File: config.mk
export PLATFORM = sky130hd
export DESIGN_NAME = mc_ctrl_fsm
export DESIGN_NICKNAME = d
export VERILOG_FILES = /design/src/rtl/mc_ctrl_pkg.sv /design/src/rtl/mc_op_decode.sv /design/src/rtl/mc_ctrl_fsm.sv
export SDC_FILE = /design/constraint.sdc
export NUM_CORES = 1
export LEC_CHECK = 0
export ABC_AREA = 0
export ABC_CLOCK_PERIOD_IN_PS = 6600
export CAP_MARGIN = 20
export CORE_MARGIN = 3
export CORE_UTILIZATION = 34
export CTS_CLUSTER_SIZE = 8
export DETAILED_ROUTE_END_ITERATION = 10
export GPL_TIMING_DRIVEN = 1
export PLACE_DENSITY = 0.6
export SYNTH_ARGS = -nofsm -noshare
export SYNTH_HDL_FRONTEND = slang
export SYNTH_SLANG_ARGS = --single-unit
File: constraint.sdc
create_clock -name clk_i -period 6.6 [get_ports clk_i]
set_input_delay 1.32 -clock clk_i [delete_from_list [all_inputs] [get_ports clk_i]]
set_output_delay 1.32 -clock clk_i [all_outputs]
set_load 0.02 [all_outputs]
File: src/rtl/mc_ctrl_pkg.sv
// Shared encodings for the multi-cycle controller: states, opcodes, ALU/PC/operand selects.
package mc_ctrl_pkg;

    localparam int unsigned OP_W      = 6;
    localparam int unsigned SHAMT_W   = 5;
    localparam int unsigned ALU_ENC_W = 3;

    typedef enum logic [2:0] {
        ST_IF   = 3'd0,
        ST_ID   = 3'd1,
        ST_EX   = 3'd2,
        ST_MEM  = 3'd3,
        ST_WB   = 3'd4,
        ST_TRAP = 3'd5
    } state_e;

    localparam logic [OP_W-1:0] OP_RTYPE = 6'b000000;
    localparam logic [OP_W-1:0] OP_ADDI  = 6'b001000;
    localparam logic [OP_W-1:0] OP_BEQ   = 6'b000100;
    localparam logic [OP_W-1:0] OP_BNE   = 6'b000101;
    localparam logic [OP_W-1:0] OP_LUI   = 6'b001111;
    localparam logic [OP_W-1:0] OP_ORI   = 6'b001101;
    localparam logic [OP_W-1:0] OP_SLTIU = 6'b001011;
    localparam logic [OP_W-1:0] OP_LW    = 6'b100011;
    localparam logic [OP_W-1:0] OP_SW    = 6'b101011;
    localparam logic [OP_W-1:0] OP_J     = 6'b000010;

    typedef enum logic [3:0] {
        CL_R, CL_ADDI, CL_BEQ, CL_BNE, CL_LUI, CL_ORI,
        CL_SLTIU, CL_LW, CL_SW, CL_J, CL_BAD
    } op_class_e;

    localparam logic [ALU_ENC_W-1:0] ALU_R     = 3'b000;
    localparam logic [ALU_ENC_W-1:0] ALU_ADD   = 3'b001;
    localparam logic [ALU_ENC_W-1:0] ALU_BEQ   = 3'b010;
    localparam logic [ALU_ENC_W-1:0] ALU_BNE   = 3'b011;
    localparam logic [ALU_ENC_W-1:0] ALU_LUI   = 3'b100;
    localparam logic [ALU_ENC_W-1:0] ALU_OR    = 3'b101;
    localparam logic [ALU_ENC_W-1:0] ALU_SLTIU = 3'b110;

    localparam logic [1:0] PC_SRC_SEQ = 2'd0;
    localparam logic [1:0] PC_SRC_BR  = 2'd1;
    localparam logic [1:0] PC_SRC_JMP = 2'd2;

    // Operand B select: 1 (constant 4) is reserved for the PC incrementer path.
    localparam logic [1:0] SRC_B_REG = 2'd0;
    localparam logic [1:0] SRC_B_IMM = 2'd2;

    typedef struct packed {
        logic [ALU_ENC_W-1:0] alu_op;
        logic [1:0]           alu_src_b;
        logic                 alu_src_a;
        logic                 zero_ext;
        logic                 lui;
        logic                 sltiu;
    } ex_ctrl_t;

endpackage

File: src/rtl/mc_op_decode.sv
// Opcode decoder: instruction class plus the ALU controls used in EX.
module mc_op_decode
    import mc_ctrl_pkg::*;
(
    input  logic [OP_W-1:0] op_i,
    output op_class_e       cls_o,
    output ex_ctrl_t        ctrl_o,
    output logic            valid_o
);

    always_comb begin
        cls_o  = CL_BAD;
        ctrl_o = '0;
        case (op_i)
            OP_RTYPE: begin
                cls_o = CL_R;
                ctrl_o.alu_op = ALU_R;
                ctrl_o.alu_src_a = 1'b1;
                ctrl_o.alu_src_b = SRC_B_REG;
            end
            OP_ADDI: begin
                cls_o = CL_ADDI;
                ctrl_o.alu_op = ALU_ADD;
                ctrl_o.alu_src_a = 1'b1;
                ctrl_o.alu_src_b = SRC_B_IMM;
            end
            OP_BEQ: begin
                cls_o = CL_BEQ;
                ctrl_o.alu_op = ALU_BEQ;
                ctrl_o.alu_src_a = 1'b1;
                ctrl_o.alu_src_b = SRC_B_REG;
            end
            OP_BNE: begin
                cls_o = CL_BNE;
                ctrl_o.alu_op = ALU_BNE;
                ctrl_o.alu_src_a = 1'b1;
                ctrl_o.alu_src_b = SRC_B_REG;
            end
            OP_LUI: begin
                cls_o = CL_LUI;
                ctrl_o.alu_op = ALU_LUI;
                ctrl_o.alu_src_a = 1'b1;
                ctrl_o.alu_src_b = SRC_B_IMM;
                ctrl_o.lui = 1'b1;
            end
            OP_ORI: begin
                cls_o = CL_ORI;
                ctrl_o.alu_op = ALU_OR;
                ctrl_o.alu_src_a = 1'b1;
                ctrl_o.alu_src_b = SRC_B_IMM;
                ctrl_o.zero_ext = 1'b1;
            end
            OP_SLTIU: begin
                cls_o = CL_SLTIU;
                ctrl_o.alu_op = ALU_SLTIU;
                ctrl_o.alu_src_a = 1'b1;
                ctrl_o.alu_src_b = SRC_B_IMM;
                ctrl_o.zero_ext = 1'b1;
                ctrl_o.sltiu = 1'b1;
            end
            OP_LW, OP_SW: begin
                cls_o = (op_i == OP_LW) ? CL_LW : CL_SW;
                ctrl_o.alu_op = ALU_ADD;
                ctrl_o.alu_src_a = 1'b1;
                ctrl_o.alu_src_b = SRC_B_IMM;
            end
            OP_J: begin
                cls_o = CL_J;
            end
            default: ;
        endcase
    end

    assign valid_o = (cls_o != CL_BAD);

endmodule

File: src/rtl/mc_ctrl_fsm.sv
// Multi-cycle processor control FSM (IF/ID/EX/MEM/WB/TRAP) with memory-wait
// timeout and a saturating retired-instruction counter.
module mc_ctrl_fsm
    import mc_ctrl_pkg::*;
#(
    parameter int unsigned CNT_W       = 16,
    parameter int unsigned ALU_OP_W    = 3,
    parameter int unsigned MEM_TIMEOUT = 0
) (
    input  logic                clk_i,
    input  logic                rst_i,
    input  logic [OP_W-1:0]     instr_op_i,
    input  logic [SHAMT_W-1:0]  shamt_i,
    input  logic                zero_i,
    input  logic                mem_ready_i,
    output logic                pc_write_o,
    output logic                ir_write_o,
    output logic                mem_read_o,
    output logic                mem_write_o,
    output logic                reg_write_o,
    output logic                alu_src_a_o,
    output logic [1:0]          alu_src_b_o,
    output logic [ALU_OP_W-1:0] alu_op_o,
    output logic                reg_dst_o,
    output logic                mem_to_reg_o,
    output logic                zero_extend_o,
    output logic                lui_ctrl_o,
    output logic                sltiu_ctrl_o,
    output logic [1:0]          pc_src_o,
    output logic [SHAMT_W-1:0]  shamt_o,
    output logic                trap_o,
    output logic [CNT_W-1:0]    retired_o
);

    localparam int unsigned TO_W = 32;

    state_e           state_q, state_d;
    logic [OP_W-1:0]  opcode_q, opcode_d;
    logic [TO_W-1:0]  to_cnt_q, to_cnt_d;
    logic [CNT_W-1:0] retired_q, retired_d;

    logic [OP_W-1:0]  dec_op;
    op_class_e        dec_cls;
    ex_ctrl_t         dec_ctrl;
    logic             dec_valid;
    logic             waiting, timed_out, retire;
    logic             pc_write_c, ir_write_c, mem_write_c, reg_write_c;

    // ID decodes the live opcode; later states use the latched copy.
    assign dec_op = (state_q == ST_ID) ? instr_op_i : opcode_q;

    mc_op_decode u_dec (
        .op_i    (dec_op),
        .cls_o   (dec_cls),
        .ctrl_o  (dec_ctrl),
        .valid_o (dec_valid)
    );

    assign waiting   = ((state_q == ST_IF) || (state_q == ST_MEM)) && !mem_ready_i;
    assign timed_out = (MEM_TIMEOUT != 0) && waiting &&
                       (to_cnt_q == TO_W'(MEM_TIMEOUT - 1));

    always_ff @(posedge clk_i or posedge rst_i) begin
        if (rst_i) begin
            state_q   <= ST_IF;
            opcode_q  <= '0;
            to_cnt_q  <= '0;
            retired_q <= '0;
        end else begin
            state_q   <= state_d;
            opcode_q  <= opcode_d;
            to_cnt_q  <= to_cnt_d;
            retired_q <= retired_d;
        end
    end

    always_comb begin
        state_d  = state_q;
        opcode_d = opcode_q;
        retire   = 1'b0;
        case (state_q)
            ST_IF: begin
                if (timed_out)        state_d = ST_TRAP;
                else if (mem_ready_i) state_d = ST_ID;
            end
            ST_ID: begin
                opcode_d = instr_op_i;
                state_d  = dec_valid ? ST_EX : ST_TRAP;
            end
            ST_EX: begin
                case (dec_cls)
                    CL_R, CL_ADDI, CL_ORI, CL_SLTIU, CL_LUI: state_d = ST_WB;
                    CL_LW, CL_SW:                            state_d = ST_MEM;
                    CL_BEQ, CL_BNE, CL_J: begin
                        state_d = ST_IF;
                        retire  = 1'b1;
                    end
                    default: state_d = ST_TRAP;
                endcase
            end
            ST_MEM: begin
                if (timed_out) begin
                    state_d = ST_TRAP;
                end else if (mem_ready_i) begin
                    if (dec_cls == CL_LW) begin
                        state_d = ST_WB;
                    end else begin
                        state_d = ST_IF;
                        retire  = 1'b1;
                    end
                end
            end
            ST_WB: begin
                state_d = ST_IF;
                retire  = 1'b1;
            end
            ST_TRAP: state_d = ST_TRAP;
            default: state_d = ST_IF;
        endcase

        to_cnt_d  = waiting ? (to_cnt_q + TO_W'(1)) : '0;
        retired_d = (retire && (retired_q != '1)) ? (retired_q + CNT_W'(1)) : retired_q;
    end

    always_comb begin
        pc_write_c    = 1'b0;
        ir_write_c    = 1'b0;
        mem_write_c   = 1'b0;
        reg_write_c   = 1'b0;
        mem_read_o    = 1'b0;
        alu_src_a_o   = 1'b0;
        alu_src_b_o   = SRC_B_REG;
        alu_op_o      = '0;
        reg_dst_o     = 1'b0;
        mem_to_reg_o  = 1'b0;
        zero_extend_o = 1'b0;
        lui_ctrl_o    = 1'b0;
        sltiu_ctrl_o  = 1'b0;
        pc_src_o      = PC_SRC_SEQ;
        shamt_o       = '0;
        trap_o        = 1'b0;
        case (state_q)
            ST_IF: begin
                mem_read_o = 1'b1;
                if (mem_ready_i) begin
                    ir_write_c = 1'b1;
                    pc_write_c = 1'b1;
                end
            end
            ST_EX: begin
                alu_op_o      = ALU_OP_W'(dec_ctrl.alu_op);
                alu_src_a_o   = dec_ctrl.alu_src_a;
                alu_src_b_o   = dec_ctrl.alu_src_b;
                zero_extend_o = dec_ctrl.zero_ext;
                lui_ctrl_o    = dec_ctrl.lui;
                sltiu_ctrl_o  = dec_ctrl.sltiu;
                if (dec_cls == CL_R) shamt_o = shamt_i;
                case (dec_cls)
                    CL_BEQ, CL_BNE: begin
                        if (zero_i == (dec_cls == CL_BEQ)) begin
                            pc_write_c = 1'b1;
                            pc_src_o   = PC_SRC_BR;
                        end
                    end
                    CL_J: begin
                        pc_write_c = 1'b1;
                        pc_src_o   = PC_SRC_JMP;
                    end
                    default: ;
                endcase
            end
            ST_MEM: begin
                mem_read_o  = (dec_cls == CL_LW);
                mem_write_c = (dec_cls == CL_SW);
            end
            ST_WB: begin
                reg_write_c  = 1'b1;
                reg_dst_o    = (dec_cls == CL_R);
                mem_to_reg_o = (dec_cls == CL_LW);
            end
            ST_TRAP: trap_o = 1'b1;
            default: ;
        endcase
    end

    // Write strobes are masked while reset is held so nothing commits mid-reset.
    assign pc_write_o  = pc_write_c  & ~rst_i;
    assign ir_write_o  = ir_write_c  & ~rst_i;
    assign mem_write_o = mem_write_c & ~rst_i;
    assign reg_write_o = reg_write_c & ~rst_i;
    assign retired_o   = retired_q;

endmodule

==> metrics.md, run 1 <==
| Metric | Value |
|---|---|
| Status | `complete, no violations` |
| Number of global-route vias before repair | `1842` |
| Total GRT Usage | `16.21%` |
| Highest routed metal layer | `met4` |
| DRT Pass-1 Iters | `4` |
| XOR/XNOR Fraction of Synth Area | `6.996%` |
| DRC | `0` |
| Dpl cells | `356` |
| Final setup viols | `0` |
| Adder-cell share of the synthesized area | `0.6246%` |
| RR Endpoint | `retired_o[7]$_DFFE_PP0P_` |
| Syn nets | `266` |
| Antenna violations before repair | `0` |
| Max_cap viols | `0` |
| Clock transition at path regs | `90 ps` |
| DRT Wirelength | `5174 microns` |
| # IOs | `55` |
| Port bufs | `53` |
| Synth Area in Simple Gates | `32.29%` |
| Post-synthesis mux area share | `4.497%` |
| Fin. max-slew vios | `0` |
| Largest family of logic cells by synthesized area | `simple AND/OR/NAND/NOR gates` |
| Setup TNS | `0 ps` |
| Critical path class | `input port to output pin` |
| Die footprint | `6848 sq um` |
| Gate power share | `39.1%` |
| Root buf cell | `clkbuf_8` |
| Met1 WL | `2350 microns` |
| R2R Setup Slk | `3890 ps` |
| Hold Slack | `501.2 ps` |
| Synth Warn # | `0` |
| Unrepaired setup endpoints after global routing | `false` |
| Fin cells | `360` |
| Req. time, crit path | `5280 ps` |
| Worst Max-Slew Pin Slew | `809.5 ps` |
| Clock group share of total power | `16.3%` |
| Post-CTS setup buffers | `0` |
| Area Overhead vs Synth | `28.29%` |
| DR WL met2 | `2403 microns` |
| Vias per cell | `5.492` |
| WL met3 | `328 microns` |
| Initial core utilization | `35.72%` |
| # rows | `27` |
| Ant. Diodes | `0` |
| Maximum VDD drop | `113.2 uV` |
| Syn Area/Cell | `8.013 sq um` |
| Final period util | `76.54%` |
| H-tree levels | `1` |
| Vias | `1977` |
| Max clock buf depth | `2` |
| CP Max Fanout | `10` |
| Peak Freq | `0.1979 GHz` |
| Worst clock skew | `5.797 ps` |
| Cell internal pwr | `0.3216 mW` |
| Post-CTS Hold Fix Bufs | `0` |
| CTS tree | `yes` |
| Hold Crit Class | `register to register` |
| Global-route wire length before repair | `8694 microns` |
| # fillers | `585` |
| Post-synthesis sequential area ratio | `31.23%` |
| Worst Reg-to-Reg Cells | `6` |
| Cell Pwr Density | `218.7 nW/um^2` |
| Grt ovf | `0` |
| Hold Vio Cnt, Final | `0` |
| Worst r2r src | `state_q[1]$_DFFE_PP0P_` |
| Largest net degree at the start of global routing | `28` |
| Yosys reg bits | `25` |
| Share of layout cells above drive strength 1 | `5.556%` |
| P_sw | `0.2405 mW` |
| Compound-Gate Fraction of Synth Area | `17.36%` |
| Worst relative slew slack | `45.98%` |
| Hpwl dp | `3838 microns` |
| Post-Syn Area | `2003 sq um` |
| Routed wire per std cell | `14.37 microns` |
| Worst setup endpoint | `alu_src_a_o` |
| CP startpoint kind | `input port` |
| Main synth FF type | `dfrtp_1` |
| Initial detailed-routing violation count | `59` |
| Minimum clock period | `5052 ps` |
| Commonest non-fill, non-tap cell in the layout | `clkdlybuf4s50_1` |
| Flop pwr share | `44.5%` |
| Cells after Synth | `250` |
| Crit. End Element | `output pin` |
| Die width | `82.76 microns` |
| Clock Sink Count | `25` |
| Core area | `5608 sq um` |
| Total CTS buffers | `3` |
| Asr flop ratio synth | `100.0%` |
| Gpl congestion | `0.8743` |
| Post-synth EDFFs | `0` |
| Sw frac | `42.78%` |
| CP Launch Point | `instr_op_i[0]` |
| Most frequent cells in the layout | `clkdlybuf4s50_1, nand2_1, nor2_1` |
| Yosys cell types | `58` |
| Leak | `0.9297 nW` |
| Final #Nets | `305` |
| # resized after CTS | `0` |
| Worst skew pair latency | `270 ps` |
| Routed Antenna Nets | `0` |
| CP arrival | `3730 ps` |
| Die Height | `82.76 microns` |
[final cells by class]
class	count	area [sq um]	share of cell area, %
Clock buffer	4	45.04	1.753
Inverter	8	30.03	1.168
Multi-Input combinational cell	197	1241	48.30
Sequential cell	25	625.6	24.34
Tap cell	72	90.09	3.505
Timing Repair Buffer	54	538.0	20.93
[metal layers]
metal	up-vias	track usage, %
met1	915	20.79
li1	972	-
met3	10	2.820
met4	0	5.065
met5	-	0
met2	80	27.56
[critical path, cell delays in order]
cell	delay, ps
clkdlybuf4s50_1	560
or3_1	420
a21oi_1	160
a21oi_1	90
o21ai_0	240
nand2_1	100
a31oi_1	200
clkdlybuf4s50_1	630
[metrics by stage]
step           instance area (sq um)  utilization [%]  setup WS, ps  power, mW
2_1_floorplan                   2003                -          2568     0.3996
3_3_place_gp                    2525            45.02          1587     0.4704
3_5_place_dp                    2525            45.02          1577     0.4681
4_1_cts                         2570            45.83          1562     0.5604
5_1_grt                         2570            45.83          1337     0.6005
6_report                        2570            45.83          1548     0.5621
[Yosys cell counts, types with 2 or more instances]
cell | count | share of area [%]
a211oi_1 | 2 | 0.75
a21oi_1 | 8 | 2.0
a31oi_1 | 7 | 2.2
and2_1 | 6 | 1.9
and3_1 | 3 | 0.94
buf_1 | 2 | 0.37
buf_2 | 3 | 0.75
buf_4 | 3 | 1.1
buf_6 | 2 | 1.1
clkbuf_1 | 9 | 1.7
dfrtp_1 | 25 | 31
inv_1 | 8 | 1.5
mux2_2 | 5 | 2.8
mux2i_1 | 2 | 1.0
nand2_1 | 31 | 5.8
nand3_1 | 6 | 1.5
nand3b_1 | 5 | 1.9
nand4_1 | 9 | 2.8
nor2_1 | 26 | 4.9
nor2b_1 | 4 | 1.2
nor3_1 | 8 | 2.0
nor3b_1 | 4 | 1.5
nor4_1 | 5 | 1.6
o21a_1 | 2 | 0.75
o21ai_0 | 7 | 1.7
o21ai_1 | 8 | 2.0
or3_1 | 3 | 0.94
or3b_1 | 2 | 0.87
or4_1 | 2 | 0.75
xnor2_1 | 12 | 5.2
xor2_1 | 4 | 1.7
[flip-flops by register name, indices dropped and copies added, names as in the netlist]
| signal | flops |
|---|---|
| opcode_q | 6 |
| retired_o | 16 |
| state_q | 3 |
[worst min path at each step]
stage | start | endpoint | slack (ps) | cells after the start
after floorplan | retired_o[10]$_DFFE_PP0P_ | retired_o[10]$_DFFE_PP0P_ | 600 | 1
after global placement | retired_o[10]$_DFFE_PP0P_ | retired_o[10]$_DFFE_PP0P_ | 480 | 1
after detailed placement | retired_o[10]$_DFFE_PP0P_ | retired_o[10]$_DFFE_PP0P_ | 490 | 1
after CTS | retired_o[12]$_DFFE_PP0P_ | retired_o[12]$_DFFE_PP0P_ | 500 | 1
after global routing | retired_o[10]$_DFFE_PP0P_ | retired_o[10]$_DFFE_PP0P_ | 520 | 1
final | retired_o[10]$_DFFE_PP0P_ | retired_o[10]$_DFFE_PP0P_ | 500 | 1
[kinds of logic after synthesis]
| kind of cell | count (synthesis) |
|---|---|
| simple gates | 121 |
| compound gates | 50 |
| buf+inv | 28 |
| flops | 25 |
| xor+xnor | 16 |
| mux | 8 |
| fa+ha+maj | 1 |
| other cells | 1 |
[power groups by stage]
stage | Combinational [mW] | Clock [mW] | Sequential [mW]
after floorplan | 0.187 | 0 | 0.212
after global placement | 0.216 | 0 | 0.254
after detailed placement | 0.217 | 0 | 0.252
after CTS | 0.218 | 0.0943 | 0.248
after global routing | 0.243 | 0.0992 | 0.259
final | 0.220 | 0.0918 | 0.250
Note: power is estimated with default switching activity, not from simulation.
==> run 2: changes to the inputs <==
--- a/config.mk
+++ b/config.mk
@@ -6,7 +6,7 @@
 export NUM_CORES = 1
 export LEC_CHECK = 0
 export ABC_AREA = 0
-export ABC_CLOCK_PERIOD_IN_PS = 6600
+export ABC_CLOCK_PERIOD_IN_PS = 4650
 export CAP_MARGIN = 20
 export CORE_MARGIN = 3
 export CORE_UTILIZATION = 34
==> constraint.sdc (replaced) <==
create_clock -name clk_i -period 4.65 [get_ports clk_i]
set_input_delay 0.93 -clock clk_i [delete_from_list [all_inputs] [get_ports clk_i]]
set_output_delay 0.93 -clock clk_i [all_outputs]
set_load 0.02 [all_outputs]
==> run 2 against run 1 <==
  * Cell count rose by 0.83%
  * Combinational power is 44% higher
  * Critical path type unchanged
  * Sequential power is 44% higher
  * Clock-buffer cell count decreased by 1
  * Register-to-register slack got worse by 1700 ps
  * Hold slack gained 3.1 ps
  * Cell area grew 0.93%
==> metrics.md, run 2 (same netlist as run 1, synthesis figures left out) <==
| Metric | Value |
|---|---|
| Setup TNS | `0 ps (unchanged)` |
| DRT Pass-1 Iters | `4 (unchanged)` |
| Final setup viols | `0 (unchanged)` |
| Post-CTS Hold Fix Bufs | `0 (unchanged)` |
| DRC | `0 (unchanged)` |
| Gpl congestion | `0.8604 (-1.6%)` |
| CP max-delay cell | `clkdlybuf4s50_1` |
| Crit-path max cell delay | `620 ps (about the same)` |
| Grt ovf | `0 (unchanged)` |
| Total GRT Usage | `16.39% (+0.19 points)` |
| Initial detailed-routing violation count | `39 (-34%)` |
| Critical path buffers and inverters | `2 (unchanged)` |
| Worst hold path cell count | `1 (unchanged)` |
| Fin. max-slew vios | `0 (unchanged)` |
| Post-layout util | `46.25% (+0.42 points)` |
| Number of global-route vias before repair | `1831 (-0.60%)` |
| Area Overhead vs Synth | `29.48%` |
| Antenna violations before repair | `0 (unchanged)` |
| Unrepaired setup endpoints after global routing | `false` |
| CP delay by family, top | `buffers and inverters` |
| Clock Sink Count | `25 (unchanged)` |
| Max clock buf depth | `2 (unchanged)` |
| Total CTS buffers | `3 (unchanged)` |
| Global-route wire length before repair | `8790 microns (+1.1%)` |
| Commonest non-fill, non-tap cell in the layout | `clkdlybuf4s50_1` |
| Minimum clock period | `4238 ps` |
| Share of layout cells above drive strength 1 | `6.873% (+1.3 points)` |
| Status | `complete, no violations` |
| Ant. Diodes | `0 (unchanged)` |
| Hpwl dp | `3970 microns (+3.4%)` |
| Worst Max-Slew Pin Slew | `532.7 ps (-276.8 ps)` |
| Vias | `1965 (-0.61%)` |
| Fin cells | `363 (+0.83%)` |
| Clock group share of total power | `15.4% (-0.9 points)` |
| Hold Crit Class | `register to register` |
| Gate power share | `39.6% (+0.5 points)` |
| Worst skew pair latency | `260 ps (about the same)` |
| Peak Freq | `0.2360 GHz` |
| Dpl cells | `359 (+0.84%)` |
| # IOs | `55 (unchanged)` |
| Post-CTS setup buffers | `0 (unchanged)` |
| Worst Reg-to-Reg Cells | `8 (+2)` |
| H-tree levels | `1 (unchanged)` |
| Pwr Total | `0.7982 mW (+42%)` |
| Worst clock skew | `1.604 ps (-4.193 ps)` |
| Crit. End Element | `output pin` |
| Largest net degree at the start of global routing | `26 (-7.1%)` |
| CP Max Fanout | `10 (unchanged)` |
| Die Height | `82.76 microns (unchanged)` |
| P_sw | `0.3401 mW (+41%)` |
| Clock transition at path regs | `80 ps (about the same)` |
| Most frequent cells in the layout | `clkdlybuf4s50_1, nand2_1, nor2_1` |
| Sw frac | `42.61% (-0.18 points)` |
| Critical path class | `input port to output pin` |
| # rows | `27 (unchanged)` |
| CP arrival | `3310 ps (-420 ps)` |
| Routed Antenna Nets | `0 (unchanged)` |
| Worst relative slew slack | `64.49% (+19 points)` |
| Final #Nets | `308 (+0.98%)` |
| CTS tree | `yes` |
| Root buf cell | `clkbuf_8` |
| Maximum VDD drop | `194.8 uV (+72%)` |
| Cell internal pwr | `0.4581 mW (+42%)` |
| Crit path cell chain | `clkdlybuf4s50_1 -> or4_1 -> nor2_1 -> o21ai_1 -> nor2_1 -> o21ai_1 -> a21oi_1 -> clkdlybuf4s50_1` |
| Req. time, crit path | `3720 ps (-1560 ps)` |
| Leak | `0.9487 nW (+2.0%)` |
| # resized after CTS | `0 (unchanged)` |
| Initial core utilization | `35.72% (unchanged)` |
| Die width | `82.76 microns (unchanged)` |
| Core area | `5608 sq um (unchanged)` |
| Cell Pwr Density | `307.7 nW/um^2 (+41%)` |
| Max_cap viols | `0 (unchanged)` |
| Largest register FFs | `16 (unchanged)` |
| Port bufs | `53 (unchanged)` |
| CP startpoint kind | `input port` |
| Flop pwr share | `45.0% (+0.5 points)` |
| Hold Vio Cnt, Final | `0 (unchanged)` |
| Die footprint | `6848 sq um (unchanged)` |
| DRT Wirelength | `5243 microns (+1.3%)` |
| Levels on crit path | `8 (unchanged)` |
| Routed wire per std cell | `14.44 microns (+0.50%)` |
| Final period util | `91.14%` |
| Vias per cell | `5.413 (-1.4%)` |
[run 2: cell type report]
cell class              count  area [sq um]
clock buffers               3         41.29
clock inverters             1         5.005
fillers                   566          3014
inverters                   8         30.03
multi-input cells         197          1241
flip-flops and latches     25         625.6
well taps                  72         90.09
repair buffers             57         560.5
[run 2: worst register-to-register path, cell delays in order (launching register included)]
cell      delay, ps
dfrtp_1         550
nor3b_4         480
buf_4           230
mux2i_2         310
buf_4           190
a21boi_2         60
o21ai_1         330
nor2_1          110
xor2_1          150
[run 2: final timing paths]
path / from / endpoint / slack [ps]
min in group asynchronous: rst_i / retired_o[8]$_DFFE_PP0P_ / 1120
min reg2reg: retired_o[10]$_DFFE_PP0P_ / retired_o[10]$_DFFE_PP0P_ / 500
max reg2reg: state_q[1]$_DFFE_PP0P_ / retired_o[15]$_DFFE_PP0P_ / 2150
max: instr_op_i[3] / pc_write_o / 410
max in group asynchronous: rst_i / opcode_q[4]$_DFF_PP0_ / 3290
min: retired_o[10]$_DFFE_PP0P_ / retired_o[10]$_DFFE_PP0P_ / 500
[run 2: power groups by stage]
stage / Combinational, mW / Sequential [mW] / Clock [mW]
2_1_floorplan: 0.266 / 0.301 / 0
4_1_cts: 0.316 / 0.358 / 0.129
6_report: 0.316 / 0.359 / 0.123
5_1_grt: 0.351 / 0.367 / 0.137
3_5_place_dp: 0.315 / 0.361 / 0
3_3_place_gp: 0.313 / 0.358 / 0
[run 2: through the flow]
step | hold WS, ps | setup slack, ps | cell area (sq um)
after floorplan | 595.5 | 1398 | 2003
after global placement | 489.9 | 415.6 | 2547
after detailed placement | 495.0 | 439.9 | 2547
after CTS | 508.9 | 415.7 | 2594
after global routing | 523.1 | 227.3 | 2594
final | 504.4 | 411.8 | 2594
[run 2: layer usage]
metal  global-route usage [%]  part of all wire [%]
met4                    5.392                   1.7
met2                    27.40                    47
met3                    2.711                   7.4
met1                    21.40                    44
met5                        0                     0
